<file path="src/rtl/round_scorer_if.sv">
// Bundle between the game state machine / collision logic and the round scorer.
// The master drives game state and crash flags. The slave returns round control and the scores.
interface round_scorer_if #(
  parameter int unsigned SCORE_W = 3
);
  logic [2:0]         Game_State;
  logic               Blue_Crash;
  logic               Red_Crash;
  logic               Reset_Round;
  logic               Blue_W;
  logic               Red_W;
  logic               Round_Over;
  logic               Draw;
  logic [SCORE_W-1:0] Blue_Score;
  logic [SCORE_W-1:0] Red_Score;

  modport master (
    output Game_State, Blue_Crash, Red_Crash,
    input  Reset_Round, Blue_W, Red_W, Round_Over, Draw, Blue_Score, Red_Score
  );

  modport slave (
    input  Game_State, Blue_Crash, Red_Crash,
    output Reset_Round, Blue_W, Red_W, Round_Over, Draw, Blue_Score, Red_Score
  );
endinterface

</file>
<file path="src/rtl/round_scorer.sv">
// Best-of-N match scorer: turns crash flags into round scores, a post-crash freeze,
// per-round restart pulses and match-win levels for the game state machine.
module round_scorer #(
  parameter int unsigned WINS_TO_MATCH = 3,
  parameter int unsigned HOLD_CYCLES   = 50_000_000,
  parameter int unsigned SCORE_W       = 3
) (
  input  logic               Clk,
  input  logic               Reset_n,
  input  logic               Reset_Game,
  round_scorer_if.slave      bus
);

  localparam int unsigned CNT_W = (HOLD_CYCLES > 1) ? $clog2(HOLD_CYCLES) : 1;

  localparam logic [CNT_W-1:0]   HOLD_LOAD = CNT_W'(HOLD_CYCLES - 1);
  localparam logic [SCORE_W-1:0] WIN       = SCORE_W'(WINS_TO_MATCH);
  localparam logic [2:0]         GS_MENU    = 3'd0;
  localparam logic [2:0]         GS_STARTED = 3'd2;

  typedef enum logic [2:0] {
    S_IDLE,
    S_PLAY,
    S_HOLD,
    S_ARM,
    S_DONE
  } state_t;

  state_t             state_q, state_d;
  logic [2:0]         prev_state_q, prev_state_d;
  logic [CNT_W-1:0]   cnt_q, cnt_d;
  logic [SCORE_W-1:0] blue_score_q, blue_score_d;
  logic [SCORE_W-1:0] red_score_q, red_score_d;
  logic               reset_round_q, reset_round_d;
  logic               blue_w_q, blue_w_d;
  logic               red_w_q, red_w_d;
  logic               round_over_q, round_over_d;
  logic               draw_q, draw_d;

  // State and every output are registered together.
  always_ff @(posedge Clk or negedge Reset_n) begin
    if (!Reset_n) begin
      state_q       <= S_IDLE;
      prev_state_q  <= GS_MENU;
      cnt_q         <= '0;
      blue_score_q  <= '0;
      red_score_q   <= '0;
      reset_round_q <= 1'b0;
      blue_w_q      <= 1'b0;
      red_w_q       <= 1'b0;
      round_over_q  <= 1'b0;
      draw_q        <= 1'b0;
    end else begin
      state_q       <= state_d;
      prev_state_q  <= prev_state_d;
      cnt_q         <= cnt_d;
      blue_score_q  <= blue_score_d;
      red_score_q   <= red_score_d;
      reset_round_q <= reset_round_d;
      blue_w_q      <= blue_w_d;
      red_w_q       <= red_w_d;
      round_over_q  <= round_over_d;
      draw_q        <= draw_d;
    end
  end

  // Next state and next registered outputs; Reset_Game, then Menu, take priority.
  always_comb begin
    state_d       = state_q;
    prev_state_d  = bus.Game_State;
    cnt_d         = cnt_q;
    blue_score_d  = blue_score_q;
    red_score_d   = red_score_q;
    reset_round_d = 1'b0;
    blue_w_d      = blue_w_q;
    red_w_d       = red_w_q;
    round_over_d  = round_over_q;
    draw_d        = draw_q;

    if (Reset_Game) begin
      state_d      = S_IDLE;
      prev_state_d = GS_MENU;
      cnt_d        = '0;
      blue_score_d = '0;
      red_score_d  = '0;
      blue_w_d     = 1'b0;
      red_w_d      = 1'b0;
      round_over_d = 1'b0;
      draw_d       = 1'b0;
    end else if (bus.Game_State == GS_MENU) begin
      state_d      = S_IDLE;
      blue_score_d = '0;
      red_score_d  = '0;
      blue_w_d     = 1'b0;
      red_w_d      = 1'b0;
      round_over_d = 1'b0;
      draw_d       = 1'b0;
    end else begin
      case (state_q)
        S_IDLE: begin
          if (bus.Game_State == GS_STARTED && prev_state_q != GS_STARTED) begin
            state_d = S_PLAY;
            draw_d  = 1'b0;
          end
        end

        S_PLAY: begin
          if (bus.Blue_Crash || bus.Red_Crash) begin
            state_d      = S_HOLD;
            round_over_d = 1'b1;
            cnt_d        = HOLD_LOAD;
            if (bus.Blue_Crash && bus.Red_Crash) begin
              draw_d = 1'b1;
            end else if (bus.Blue_Crash) begin
              if (red_score_q < WIN) red_score_d = red_score_q + SCORE_W'(1);
            end else begin
              if (blue_score_q < WIN) blue_score_d = blue_score_q + SCORE_W'(1);
            end
          end else if (bus.Game_State != GS_STARTED) begin
            state_d = S_IDLE;
          end
        end

        S_HOLD: begin
          if (cnt_q == '0) begin
            round_over_d = 1'b0;
            if (blue_score_q == WIN || red_score_q == WIN) begin
              state_d = S_DONE;
              if (blue_score_q == WIN) blue_w_d = 1'b1;
              else                     red_w_d  = 1'b1;
            end else begin
              state_d       = S_ARM;
              reset_round_d = 1'b1;
            end
          end else begin
            cnt_d = cnt_q - CNT_W'(1);
          end
        end

        S_ARM: state_d = S_IDLE;

        // The win level is held until the game returns to Menu.
        S_DONE: state_d = S_DONE;

        default: state_d = S_IDLE;
      endcase
    end
  end

  assign bus.Reset_Round = reset_round_q;
  assign bus.Blue_W      = blue_w_q;
  assign bus.Red_W       = red_w_q;
  assign bus.Round_Over  = round_over_q;
  assign bus.Draw        = draw_q;
  assign bus.Blue_Score  = blue_score_q;
  assign bus.Red_Score   = red_score_q;

endmodule

</file>
<file path="src/flat_wrapper.sv">
// flat-port wrapper written by rule: the top's interface ports become plain ports
module round_scorer_flat 
#(
  parameter int unsigned WINS_TO_MATCH = 3,
  parameter int unsigned HOLD_CYCLES   = 50_000_000,
  parameter int unsigned SCORE_W       = 3
)
  (Clk, Reset_n, Reset_Game, bus_Game_State, bus_Blue_Crash, bus_Red_Crash, bus_Reset_Round, bus_Blue_W, bus_Red_W, bus_Round_Over, bus_Draw, bus_Blue_Score, bus_Red_Score);
  round_scorer_if #(.SCORE_W(SCORE_W)) bus_i ();
  input  logic Clk;
  input  logic Reset_n;
  input  logic Reset_Game;
  input wire logic [$bits(bus_i.Game_State)-1:0] bus_Game_State;
  input wire logic [$bits(bus_i.Blue_Crash)-1:0] bus_Blue_Crash;
  input wire logic [$bits(bus_i.Red_Crash)-1:0] bus_Red_Crash;
  output wire logic [$bits(bus_i.Reset_Round)-1:0] bus_Reset_Round;
  output wire logic [$bits(bus_i.Blue_W)-1:0] bus_Blue_W;
  output wire logic [$bits(bus_i.Red_W)-1:0] bus_Red_W;
  output wire logic [$bits(bus_i.Round_Over)-1:0] bus_Round_Over;
  output wire logic [$bits(bus_i.Draw)-1:0] bus_Draw;
  output wire logic [$bits(bus_i.Blue_Score)-1:0] bus_Blue_Score;
  output wire logic [$bits(bus_i.Red_Score)-1:0] bus_Red_Score;
  assign bus_i.Game_State = bus_Game_State;
  assign bus_i.Blue_Crash = bus_Blue_Crash;
  assign bus_i.Red_Crash = bus_Red_Crash;
  assign bus_Reset_Round = bus_i.Reset_Round;
  assign bus_Blue_W = bus_i.Blue_W;
  assign bus_Red_W = bus_i.Red_W;
  assign bus_Round_Over = bus_i.Round_Over;
  assign bus_Draw = bus_i.Draw;
  assign bus_Blue_Score = bus_i.Blue_Score;
  assign bus_Red_Score = bus_i.Red_Score;
  round_scorer #(.WINS_TO_MATCH(WINS_TO_MATCH), .HOLD_CYCLES(HOLD_CYCLES), .SCORE_W(SCORE_W)) u_core (.Clk(Clk), .Reset_n(Reset_n), .Reset_Game(Reset_Game), .bus(bus_i));
endmodule
</file>
<file path="config.mk">
export PLATFORM = sky130hd
export DESIGN_NAME = round_scorer_flat
export DESIGN_NICKNAME = d
export VERILOG_FILES = /design/src/rtl/round_scorer_if.sv /design/src/rtl/round_scorer.sv /design/src/flat_wrapper.sv
export SDC_FILE = /design/constraint.sdc
export NUM_CORES = 1
export LEC_CHECK = 0
export CAP_MARGIN = 40
export CORE_MARGIN = 4
export CORE_UTILIZATION = 45
export CTS_CLUSTER_SIZE = 20
export DETAILED_ROUTE_END_ITERATION = 12
export PLACE_DENSITY = 0.75
export SLEW_MARGIN = 0
export SYNTH_ARGS = -nofsm -noshare
export SYNTH_HDL_FRONTEND = slang
export SYNTH_SLANG_ARGS = --single-unit
</file>
<file path="constraint.sdc">
create_clock -name Clk -period 3.9 [get_ports Clk]
set_input_delay 0.78 -clock Clk [delete_from_list [all_inputs] [get_ports Clk]]
set_output_delay 0.78 -clock Clk [all_outputs]
set_load 0.005 [all_outputs]
</file>
# After elaboration in Yosys (flattened, before gate mapping)
# Index checks and enable logic that the tools add are counted.
# totals
out_inout_bits	11
ff_bits	43
input_bits	8
mem_bits_ro	0
mem_count	0
elab_cells	117
latch_bits	0
ram_bits	0
# classes
n_addsub	3
n_reduce_logical	27
mul	0
shift	0
eq_ne	19
n_bitwise	0
div_mod_pow	0
magnitude_cmp	2
n_mux	56
# op_table
operator	count
$mux W26	4
$mux W3	22
$pmux W26 S2	1
$reduce_bool A3 Y1	10
$logic_not A26 Y1	1
$mux W1	26
$sub A26 B1 Y26 const B	1
$ne A3 B2 Y1 const B	6
$ne A4 B2 Y1 const B	4
$reduce_and A4 Y1	4
$eq A3 B2 Y1 const B	4
$pmux W3 S4	1
$reduce_and A5 Y1	2
$reduce_bool A4 Y1	2
$add A3 B1 Y3 const B	2
$logic_not A3 Y1	2
$lt A3 B2 Y1 const B	2
$reduce_and A3 Y1	2
$ne A5 B2 Y1 const B	1
$pmux W1 S2	2
$eq A3 B1 Y1 const B	1
$eq A3 B3 Y1 const B	1
$ne A3 B3 Y1 const B	1
$logic_and A1 B1 Y1	2
other kinds (2)	3

# Logic depth before layout (Yosys ltp)
# depth
depth_word	8
depth_mapped	9
ltp_nobuf	7

# Worst setup path before layout
# Ideal clock, no wire load.
# synth_timing
path_kind	register to register
startpoint	register u_core.cnt_q[20]
endpoint	register u_core.cnt_q[17]
setup_ns	0.119
required_ns	3.781
period_less_slack_ns	2.452
path_stages_with_launch	8
arrival_ns	2.334
path_slack_ns	1.448
path_buffers	2
cell_sequence	dfrtp_1 > or3_4 > or4_1 > buf_6 > or4_4 > buf_6 > o211ai_1 > a21bo_1
# synth_via
elab_chain_cells	3
# synth_lines
item	line_no	text
from (decl)	round_scorer.sv:31	logic [CNT_W-1:0] cnt_q, cnt_d;
from (signal assigned)	round_scorer.sv:56	cnt_q <= cnt_d;
$logic_not A26 Y1	round_scorer.sv:125	if (cnt_q == '0) begin
$ne A3 B3 Y1 (no source line)	n/a	
$reduce_and A4 Y1 (no source line)	n/a	
# Every way passes these cells.
# A chain may end at the register's enable or synchronous reset.

# Final worst setup path
# layout_timing
startpoint	register u_core.cnt_q[20]
endpoint	register u_core.cnt_q[25]
# layout_via
elab_chain_cells	5
word_cells_on_any_way	8
classes_between	add/sub (1); eq/ne (1); mux (4); reduce/logical (2)
# layout_lines
item	line_no	text
$sub A26 B1 Y26	round_scorer.sv:136	cnt_d = cnt_q - CNT_W'(1);
$mux W26	round_scorer.sv:125	
$pmux W26 S2	round_scorer.sv:99	case (state_q)
$mux W26	round_scorer.sv:90	end else if (bus.Game_State == GS_MENU) begin
$mux W26	round_scorer.sv:80	if (Reset_Game) begin
# Several ways; a longest one is shown, not always the timed one. The select of a mux whose other input is x is not followed.

==> reports/qor_table.md <==
| Parameter | Reported | Unit |
| --- | --- | --- |
| Area added between synthesis and finish | 13.9 | % |
| Post-synthesis average cell area | 9.49 | um2 |
| CP max FO | 12 | - |
| CTS-repair resized insts | 0 | - |
| Combinational power share | 26.2 | % |
| Sequential cell area fraction in the yosys report | 42.0 | % |
| Post-synthesis net count | 283 | - |
| Mapped cell area | 0.00256 | mm2 |
| Post-synthesis cell type count | 57 | - |
| Root cell of the clock tree | sky130_fd_sc_hd__clkbuf_8 | - |
| Height of the die | 83.4 | um |
| Portion of total power attributed to the clock network | 28.4 | % |
| Worst setup SP type | flip-flop | - |
| Net Switching | 365 | uW |
| Count of maximum capacitance violations | 0 | - |
| Switching share of power | 33.9 | % |
| EDFF count, synth | 0 | - |
| Setup slack, reg-to-reg | 980 | ps |
| Path depth of the worst reg2reg path | 6 | - |
| Final ANT Viol Nets | 0 | - |
| Clock H-tree levels | 2 | - |
| Number of diodes added for antenna fixing | 0 | - |
| Post-synthesis cell type with the largest combined area | sky130_fd_sc_hd__dfrtp_1 | - |
| Clock Sink Count | 43 | - |
| Number of warnings issued by yosys | 0 | - |
| Reg-to-reg critical path endpoint | u_core.cnt_q[25]$_DFFE_PN0P_ | - |
| Leakage dissipation | 0.00124 | uW |
| All-Layer GR Usage | 19.0 | % |
| Time the worst path needs with I/O delays and setup | 2920 | ps |
| Internal portion of total power | 711 | uW |
| Setup repair after global routing missed its margin | no | - |
| Data required time of the critical path | 4090 | ps |
| Number of slew-limit violations in the final report | 0 | - |
| Global-route wire length before repair | 11000 | um |
| Share of flip-flops with an asynchronous set or reset | 100 | % |
| Synth top area cells | sky130_fd_sc_hd__dfrtp_1 (42%), sky130_fd_sc_hd__nor2_1 (2.9%), sky130_fd_sc_hd__nor3_1 (2.7%) | - |
| Flip-flop cell with the highest count after synthesis | sky130_fd_sc_hd__dfrtp_1 | - |
| Peak ir drop on the vdd network | 0.000171 | V |
| Inserted Clock Buffers | 5 | - |
| Max-slew headroom | 53.0 | % |
| Via-to-Cell Ratio | 6.24 | - |
| Share of the clock period used by the worst path | 74.9 | % |
| Power per cell area | 369 | mW/mm2 |
| Clock transition at the registers of the reported paths | 90 | ps |
| Skew-Pair Late Insertion Delay | 300 | ps |
| DR DRC count | 0 | - |
| Number of hold buffers added after CTS | 0 | - |
| Worst Setup End Kind | flip-flop | - |
| Total Nets Final | 300 | - |
| Clock tree from TritonCTS | built | - |
| First DRT Iteration DRCs | 175 | - |
| Max clock buf depth | 2 | - |
| Synthesized instance count | 270 | - |
| CP Data Arrival Time | 3110 | ps |
| Setup CP Type | reg -> reg | - |
| Placeable core area | 0.00551 | mm2 |
| Detailed-route via count | 2246 | - |
| Relative contribution of sequential cells to total power | 45.4 | % |
| Initial cell density of the core | 46.5 | % |
| FF+latch count, synth | 43 | - |
| HPWL after DPL | 4420 | um |
| Pin slew with the least headroom to its limit | 699 | ps |
| Maximum clock rate | 343 | MHz |
| GR Overflow Total | 0 | - |
| Hold crit path type | in -> async | - |
| Die Area | 0.00696 | mm2 |
| First-pass iteration count of the detailed router | 4 | - |
| Final number of hold-violating endpoints | 0 | - |
| Post-Place Cell Area | 0.00282 | mm2 |
| Launch instance of the worst register-to-register path | u_core.cnt_q[20]$_DFFE_PN0P_ | - |
| Final Hold Slack | 417 | ps |
| Final estimated routing congestion in global placement | 0.891 | - |
| Post-route design area | 0.00292 | mm2 |
| Accumulated negative setup slack | 0 | ps |
| I/O pin cnt | 19 | - |
| Final setup violation count | 0 | - |
| Port Buffers | 18 | - |
| Die Width | 83.4 | um |
| Post-detailed-routing wire length | 6200 | um |
| Worst setup skew after layout | 11.6 | ps |
| Fraction of layout cells with a size suffix above 1 | 11.1 | % |
| Routed len/inst | 17.2 | um |
| Postcts setup bufs | 0 | - |
| Top-area cell type share of the netlist area | 42.0 | % |
| Maximum number of pins on one net before global-route repair | 25 | - |
| Num rows | 27 | - |
| Vias in the first global route | 2263 | - |
| Run status | complete, no violations | - |
| Antenna violations before repair | 0 | - |
==> placed cells by master (no fill, tap or decap), drive strengths merged, types with 8 or more instances in the layout <==
master and n:
buf 9, inv 8, nand2 15, o21ai 10
clkdlybuf4s50 17, dfrtp 43, a21oi 11, nor2 21
nand3 10, nor4 9, nor3 14, nand2b 10
==> power groups by stage <==
stage / Clock (uW) / Sequential (uW) / Combinational (uW)
global route: 331 / 493 / 318
finish: 306 / 489 / 282
detailed placement: 0 / 498 / 278
CTS: 312 / 489 / 280
global placement: 0 / 496 / 271
floorplan: 0 / 490 / 202
==> synthesized netlist by cell type, types with 3 or more instances <==
| library cell | instances |
|---|---|
| sky130_fd_sc_hd__a211oi_1 | 6 |
| sky130_fd_sc_hd__a21o_1 | 3 |
| sky130_fd_sc_hd__a21oi_1 | 10 |
| sky130_fd_sc_hd__a22o_1 | 6 |
| sky130_fd_sc_hd__a31oi_1 | 4 |
| sky130_fd_sc_hd__clkbuf_1 | 11 |
| sky130_fd_sc_hd__dfrtp_1 | 43 |
| sky130_fd_sc_hd__ha_1 | 5 |
| sky130_fd_sc_hd__inv_1 | 8 |
| sky130_fd_sc_hd__mux2i_1 | 5 |
| sky130_fd_sc_hd__nand2_1 | 15 |
| sky130_fd_sc_hd__nand2b_1 | 10 |
| sky130_fd_sc_hd__nand3_1 | 10 |
| sky130_fd_sc_hd__nand4_1 | 3 |
| sky130_fd_sc_hd__nor2_1 | 20 |
| sky130_fd_sc_hd__nor2b_1 | 3 |
| sky130_fd_sc_hd__nor3_1 | 14 |
| sky130_fd_sc_hd__nor4_1 | 8 |
| sky130_fd_sc_hd__o211ai_1 | 3 |
| sky130_fd_sc_hd__o21a_1 | 3 |
| sky130_fd_sc_hd__o21ai_0 | 10 |
| sky130_fd_sc_hd__o311ai_0 | 3 |
| sky130_fd_sc_hd__o31a_1 | 3 |
| sky130_fd_sc_hd__o31ai_1 | 7 |
| sky130_fd_sc_hd__o41ai_1 | 5 |
| sky130_fd_sc_hd__or2_2 | 5 |
| sky130_fd_sc_hd__or3_1 | 3 |
| sky130_fd_sc_hd__or4_1 | 6 |
==> per-stage QoR <==
| stage | power, uW | instances | util, % | worst slack, ps |
|---|---|---|---|---|
| finish | 1080 | 360 | 53.0 | 981 |
| global route | 1140 | 360 | 53.0 | 791 |
| CTS | 1080 | 360 | 53.0 | 991 |
| detailed placement | 776 | 352 | 51.3 | 749 |
| global placement | 767 | 351 | 50.9 | 869 |
| floorplan | 693 | 270 | - | 1450 |
==> per-layer routing <==
layer	global-route usage [%]	routed length (um)	vias to the layer above	share of wire (%)
met5	0	0	-	0
met4	7.75	114	0	1.8
met3	2.68	343	11	5.5
met2	30.0	2910	51	47
met1	26.3	2840	1106	46
li1	-	-	1078	-
==> cell type report <==
cell class / count / area [um2]
clock buffers: 7 / 86.3
well taps: 72 / 90.1
fillers: 522 / 2590
repair buffers: 26 / 248
clock inverters: 1 / 8.76
flip-flops and latches: 43 / 1080
inverters: 8 / 30.0
multi-input cells: 203 / 1380
==> registers in the layout, indices dropped and copies added, names as in the netlist <==
signal / flops
u_core.prev_state_q: 3
u_core.bus.Blue_W: 1
u_core.bus.Reset_Round: 1
u_core.bus.Round_Over: 1
u_core.cnt_q: 26
u_core.bus.Blue_Score: 3
u_core.bus.Red_W: 1
u_core.state_q: 3
u_core.bus.Draw: 1
u_core.bus.Red_Score: 3
==> worst max-delay path, cell delays in order (launching register included) <==
cell	delay, ps
sky130_fd_sc_hd__dfrtp_1	440
sky130_fd_sc_hd__or3_4	410
sky130_fd_sc_hd__or4_1	610
sky130_fd_sc_hd__nor4_4	690
sky130_fd_sc_hd__buf_4	300
sky130_fd_sc_hd__nor3_1	70
sky130_fd_sc_hd__a211o_1	280
==> how the worst max path moves through the flow <==
stage                     cells after the start  slack (ps)                      endpoint                         start
after floorplan                               7        1450  u_core.cnt_q[17]$_DFFE_PN0P_  u_core.cnt_q[20]$_DFFE_PN0P_
after detailed placement                      6         750  u_core.cnt_q[13]$_DFFE_PN0P_             bus_Game_State[1]
after global placement                        6         870   u_core.cnt_q[4]$_DFFE_PN0P_                bus_Blue_Crash
final                                         6         980  u_core.cnt_q[25]$_DFFE_PN0P_  u_core.cnt_q[20]$_DFFE_PN0P_
after CTS                                     6         990  u_core.cnt_q[25]$_DFFE_PN0P_  u_core.cnt_q[20]$_DFFE_PN0P_
after global routing                          6         790  u_core.cnt_q[25]$_DFFE_PN0P_  u_core.cnt_q[20]$_DFFE_PN0P_
==> kinds of logic (layout without fill, tap and decap cells) <==
kind of cell,count (synthesis),in the layout,share of synthesized area (%)
adder cells (fa/ha/maj),5,5,2.44
flip-flops,43,43,42.0
AND/OR/NAND/NOR,111,111,24.6
multiplexers,5,5,1.95
AO/OA/AOI/OAI,80,80,24.0
XOR/XNOR,2,2,0.684
buffers and inverters,24,42,4.35
(Power assumes the default switching activity.)
